**src/rtl/stopwatch_ctrl.sv**
```systemverilog
// stopwatch_ctrl: run-state FSM, count strobe, clear pulse, lap capture and display mux
module stopwatch_ctrl (
  input  logic       clk,
  input  logic       reset,
  input  logic       tick,
  input  logic       btn_start,
  input  logic       btn_lap,
  input  logic       btn_clear,
  input  logic       switch_en,
  input  logic [3:0] num0,
  input  logic [3:0] num1,
  input  logic [3:0] num2,
  input  logic [3:0] num3,
  output logic [1:0] state,
  output logic       count_en,
  output logic       clear,
  output logic       disp_freeze,
  output logic [3:0] lap_count,
  output logic [3:0] disp0,
  output logic [3:0] disp1,
  output logic [3:0] disp2,
  output logic [3:0] disp3
);

  localparam int unsigned DW     = 4;
  localparam int unsigned LC_MAX = 15;

  typedef enum logic [1:0] {
    S_IDLE   = 2'd0,
    S_RUN    = 2'd1,
    S_LAP    = 2'd2,
    S_PAUSED = 2'd3
  } state_t;

  state_t        cur_state;
  state_t        nxt_state;
  logic          start_q;
  logic          lap_q;
  logic          clear_q;
  logic          start_act;
  logic          lap_act;
  logic          clear_act;
  logic          clear_nxt;
  logic          count_en_nxt;
  logic          capture;
  logic          zero_laps;
  logic [DW-1:0] lap0;
  logic [DW-1:0] lap1;
  logic [DW-1:0] lap2;
  logic [DW-1:0] lap3;

  // Rising edges, discarded outright while stopwatch mode is off
  assign start_act = switch_en & btn_start & ~start_q;
  assign lap_act   = switch_en & btn_lap   & ~lap_q;
  assign clear_act = switch_en & btn_clear & ~clear_q;

  // State register, strobes, button history, lap registers and lap counter
  always_ff @(posedge clk) begin
    if (reset) begin
      cur_state <= S_IDLE;
      start_q   <= 1'b0;
      lap_q     <= 1'b0;
      clear_q   <= 1'b0;
      count_en  <= 1'b0;
      clear     <= 1'b0;
      lap_count <= '0;
      lap0      <= '0;
      lap1      <= '0;
      lap2      <= '0;
      lap3      <= '0;
    end else begin
      cur_state <= nxt_state;
      start_q   <= btn_start;
      lap_q     <= btn_lap;
      clear_q   <= btn_clear;
      count_en  <= count_en_nxt;
      clear     <= clear_nxt;
      if (zero_laps) begin
        lap_count <= '0;
        lap0      <= '0;
        lap1      <= '0;
        lap2      <= '0;
        lap3      <= '0;
      end else if (capture) begin
        lap0 <= num0;
        lap1 <= num1;
        lap2 <= num2;
        lap3 <= num3;
        if (lap_count != DW'(LC_MAX)) begin
          lap_count <= lap_count + DW'(1);
        end
      end
    end
  end

  // Next state and actions; start outranks clear, clear outranks lap, among rises valid here
  always_comb begin
    nxt_state    = cur_state;
    clear_nxt    = 1'b0;
    capture      = 1'b0;
    zero_laps    = 1'b0;
    count_en_nxt = tick & ((cur_state == S_RUN) | (cur_state == S_LAP));
    case (cur_state)
      S_IDLE: begin
        if (start_act) begin
          nxt_state = S_RUN;
        end else if (clear_act) begin
          clear_nxt = 1'b1;
          zero_laps = 1'b1;
        end
      end
      S_RUN: begin
        if (start_act) begin
          nxt_state = S_PAUSED;
        end else if (lap_act) begin
          nxt_state = S_LAP;
          capture   = 1'b1;
        end
      end
      S_LAP: begin
        if (start_act) begin
          nxt_state = S_PAUSED;
        end else if (clear_act) begin
          nxt_state = S_RUN;
        end else if (lap_act) begin
          capture = 1'b1;
        end
      end
      S_PAUSED: begin
        if (start_act) begin
          nxt_state = S_RUN;
        end else if (clear_act) begin
          nxt_state = S_IDLE;
          clear_nxt = 1'b1;
          zero_laps = 1'b1;
        end
      end
      default: nxt_state = S_IDLE;
    endcase
  end

  // Frozen lap digits while in LAP, live counter digits otherwise
  assign state       = cur_state;
  assign disp_freeze = (cur_state == S_LAP);
  assign disp0       = disp_freeze ? lap0 : num0;
  assign disp1       = disp_freeze ? lap1 : num1;
  assign disp2       = disp_freeze ? lap2 : num2;
  assign disp3       = disp_freeze ? lap3 : num3;

endmodule

```
**config.mk**
```make
export PLATFORM = sky130hd
export DESIGN_NAME = stopwatch_ctrl
export DESIGN_NICKNAME = d
export VERILOG_FILES = /design/src/rtl/stopwatch_ctrl.sv
export SDC_FILE = /design/constraint.sdc
export NUM_CORES = 1
export LEC_CHECK = 0
export ABC_AREA = 1
export CORE_ASPECT_RATIO = 1.4
export CORE_MARGIN = 5
export CORE_UTILIZATION = 25
export DETAILED_ROUTE_END_ITERATION = 10
export SETUP_SLACK_MARGIN = 0.15
export SLEW_MARGIN = 20
export SYNTH_ARGS = -nofsm -noshare
export SYNTH_HDL_FRONTEND = slang
export SYNTH_SLANG_ARGS = --single-unit
```
**constraint.sdc**
```tcl
create_clock -name clk -period 1.6 [get_ports clk]
set_input_delay 0.16 -clock clk [delete_from_list [all_inputs] [get_ports clk]]
set_output_delay 0.16 -clock clk [all_outputs]
set_load 0.005 [all_outputs]
```
# Word level (Yosys, flattened, before mapping)

Cells that the tools add are included.

Output and inout bits: 25
Flip-flop bits (word level): 27
Bits of input ports: 23

Equality and inequality tests: 8
Mux-type cells: 20
Bitwise operators: 11
Reductions and logical operators: 5
Add/subtract/negate cells: 1

Operators with widths:

| cell                                                                    | count |
|---|---|
| 4-bit two-way mux                                                       | 4 |
| 2-bit two-way mux                                                       | 7 |
| 2-bit one-hot mux with 4 select lines                                   | 1 |
| 1-bit bitwise AND                                                       | 7 |
| 1-bit two-way mux                                                       | 7 |
| 3-bit inequality test, second input constant                            | 2 |
| 4-bit by 1-bit adder with 4-bit output, second input constant           | 1 |
| 2-bit == test, second input constant                                    | 2 |
| 4-bit inequality test, second input constant                            | 1 |
| 4-bit AND reduction                                                     | 1 |
| 2-bit OR reduction                                                      | 2 |
| 3-bit by 1-bit inequality test with 1-bit output, second input constant | 1 |
| 1-bit inverter                                                          | 3 |
| 2-bit by 1-bit == test with 1-bit output, second input constant         | 1 |
| 2-bit logical NOT                                                       | 1 |
| 2-bit inequality test, second input constant                            | 1 |
| 1-bit one-hot mux with 2 select lines                                   | 1 |
| 2-bit AND reduction                                                     | 1 |
| 1-bit bitwise OR                                                        | 1 |

# Longest topological paths before layout

Word-level depth: 7
Gate-level depth with buffers: 10
Gate-level depth less buffers: 8

# Worst setup path after synthesis

No wires, ideal clock.

Kind: flip-flop to output port
Start point: reg cur_state[0], in the netlist state[0]
End point: out disp0[2]
Data arrival time: 1432 ps
Stages on the path, launching flop included: 6
Slack: 8 ps
Buffers on the path: 2
Path through: dfxtp_1 > inv_1 > ha_1 > buf_2 > buf_2 > mux2_2

Cells in the longest elaborated chain, start to end: 2

Ends and longest elaborated chain:

| what                   | line | text |
|---|---|---|
| start, declared        | 35   | `state_t cur_state;` |
| start signal, assigned | 72   | `cur_state <= nxt_state;` |
| 2-bit == test          | 144  | `assign disp_freeze = (cur_state == S_LAP);` |
| via disp_freeze        | 17   | `output logic disp_freeze,` |
| 4-bit two-way mux      | 145  | `assign disp0 = disp_freeze ? lap0 : num0;` |
| end, declared          | 19   | `output logic [3:0] disp0,` |

The timed path passes the listed nets, and every way through them passes these cells.

# Final worst setup path

Start point: reg cur_state[0], in the netlist state[0]
End point: out disp3[2]

Cells in the longest elaborated chain, start to end: 2

Ends and longest elaborated chain:

| what              | line | text |
|---|---|---|
| 2-bit == test     | 144  |  |
| 4-bit two-way mux | 148  | `assign disp3 = disp_freeze ? lap3 : num3;` |
| end, declared     | 22   | `output logic [3:0] disp3` |

No other way between the ends.

==> results.sh <==
export IMPL_fin_crit_ps=1653
export IMPL_num_rows=32
export IMPL_pre_cts_slack_ps=-96.17
export IMPL_area_delta_synth_final_pct=90.34
export IMPL_layout_commonest_cell="nand2_1"
export IMPL_syn_avg_cell_area_um2=7.839
export IMPL_synth_area_leader_cell="dfxtp_1"
export IMPL_syn_inst=185
export IMPL_place_congestion=0.7489
export IMPL_ir_drop_mv=0.5079
export IMPL_tns_ps=-825.7
export IMPL_max_clock_freq_mhz=605.1
export IMPL_power_density_nw_per_um2=912.1
export IMPL_worst_pin_slew_ps=195.8
export IMPL_firstDrtPassIters=4
export IMPL_ctsRootBufferMaster="clkbuf_8"
export IMPL_yosys_area_top_type_share_pct=37.27
export IMPL_cts_htree_levels=1
export IMPL_hold_class="primary input to flip-flop"
export IMPL_cts_sinks=27
export IMPL_grtUsageTotal_pct=12.12
export IMPL_path_cells="inv_2 -> ha_4 -> buf_6 -> buf_6 -> mux2_4 -> buf_6"
export IMPL_hold_slack_ps=412.8
export IMPL_die_h_um=100.1
export IMPL_cts_reportedPaths_clkPinSlew_ps=90
export IMPL_cp_max_fo=3
export IMPL_grt_max_degree=15
export IMPL_synth_area_leaders="dfxtp_1, mux2_2, nand2_1"
export IMPL_drc=0
export IMPL_cpMaxStageDelayCell="dfxtp_2"
export IMPL_p_leak_uw=0.001092
export IMPL_rsz0062_at_grt="yes"
export IMPL_cts_max_path_buffers=2
export IMPL_grt_pass1_wl_mm=7.148
export IMPL_grt_pass1_vias=1484
export IMPL_status="finished, violations left"
export IMPL_die_area_um2=7446
export IMPL_antenna_found_initial=0
export IMPL_final_core_util_pct=49.60
export IMPL_drt_iter0_drc=36
export IMPL_cp_end_kind="output pin"
export IMPL_cpMostUsedCell="buf_6"
export IMPL_vias=1516
export IMPL_layout_drive_gt1_share_pct=46.18
export IMPL_vias_per_cell=4.594
export IMPL_ys_seq_area_share_pct=37.27
export IMPL_finalHoldViolCount=0
export IMPL_clock_latency_ps=270
export IMPL_routed_wl_mm=4.633
export IMPL_drv_cap=0
export IMPL_pin_count=48
export IMPL_layout_cells_most_common_list="nand2_1, clkdlybuf4s50_1, dfxtp_1, buf_6, nor2_1"
export IMPL_drtAntennaViolNets=0
export IMPL_synth_seq_cells=27
export IMPL_maxSlewViolCount=0
export IMPL_crit_arrival_ps=1490
export IMPL_diodes=0
export IMPL_synth_fp_nets=214
export IMPL_fin_skew_ps=1.994
export IMPL_violations="negative setup slack"
export IMPL_place_area_um2=2100
export IMPL_worst_path_largest_cell_delay_ps=340
export IMPL_core_area_um2=5565
export IMPL_io_buffers=47
export IMPL_grt_remaining_overflow=0
export IMPL_synth_area_um2=1450
export IMPL_ys_warn_count=0
export IMPL_final_nets=292
export IMPL_cp_start_kind="flip-flop"
export IMPL_hold_buffers=0
export IMPL_slew_headroom_pct=86.81
export IMPL_crit_type="flip-flop to output pin"
export IMPL_place_hpwl_mm=2.905
export IMPL_setup_viol=30
export IMPL_synth_cell_type_count=18
export IMPL_cts_tree="built"
export IMPL_start_util_pct=26.06
export IMPL_fin_area_um2=2760
export IMPL_required_ps=1440
export IMPL_final_setup_worst_slack_ps=-52.58
export IMPL_cts_buffers=3
export IMPL_fin_crit_sh_pct=103.3
export IMPL_die_width_um=74.37
export IMPL_post_drt_wl_per_cell_um=14.04
## layout make-up
class                      instances  area [µm²]
fill                             520        2805
multi-input combinational        132        1099
timing repair buffer              81       913.4
sequential                        27       545.5
tap                               68       85.08
inverter                          18       72.57
clock buffer                       4       45.04
## metal layers
| layer | global-route usage (%) | vias up | wire length (µm) |
|---|---|---|---|
| li1 | - | 765 | - |
| met5 | 0 | - | 0 |
| met2 | 20.72 | 37 | 2451 |
| met1 | 15.29 | 712 | 1908 |
| met3 | 2.104 | 2 | 250 |
| met4 | 3.562 | 0 | 23 |
## critical path: cells and delay by family (launching register included)
family | cells | cell delay [ps]
adders and majority gates | 1 | 160
buffers and inverters | 4 | 410
DFF | 1 | 340
muxes | 1 | 310
## metrics by stage
stage | power (µW) | instances
3_3_place_gp | 1564 | 309
2_1_floorplan | 1193 | 185
6_report | 2518 | 330
3_5_place_dp | 1570 | 309
5_1_grt | 2671 | 330
4_1_cts | 2352 | 326
## path summary, 6_finish.rpt
path              startpoint       end  slack (ps)  cells past startpoint
hold reg to reg      lap0[0]   lap0[0]         470                      2
setup / recovery    state[0]  disp3[2]         -50                      6
setup reg to reg    state[0]   lap3[2]         -20                     10
hold / removal          tick  count_en         410                      3
## cell families after synthesis
logic type / synth area share, %
adder cells (fa/ha/maj): 5.177
AND/OR/NAND/NOR: 28.30
AO/OA/AOI/OAI: 7.248
flip-flops: 37.27
multiplexers: 12.42
buffers and inverters: 9.576
## power breakdown
group          internal [µW]  leakage (µW)  switching [µW]
clock network            179     0.0000228             215
registers                707      0.000220            19.0
logic                    753      0.000849             646
total                   1640       0.00109             880
## Yosys cell counts
cell type / count
nand2_1: 37
dfxtp_1: 27
nand3_1: 25
a21oi_1: 18
inv_1: 18
nor2_1: 17
mux2_2: 16
ha_1: 6
buf_6: 4
nand3_2: 4
buf_2: 3
o21ai_0: 3
nand2_2: 2
buf_4: 1
clkbuf_1: 1
nand2_4: 1
nand3b_1: 1
nor2_4: 1
## registers in the layout (all words and copies together) (netlist names)
signal	count
clear_q	1
state	2
lap0	4
count_en	1
start_q	1
lap1	4
clear	1
lap_count	4
lap_q	1
lap2	4
lap3	4
## timing repair
item	CTS	global route
pin swaps	24	16
gates resized for setup	132	42
cloned	4	1
endpoints found under the setup margin	38	40
setup buffers	9	3
(Power assumes the default switching activity.)
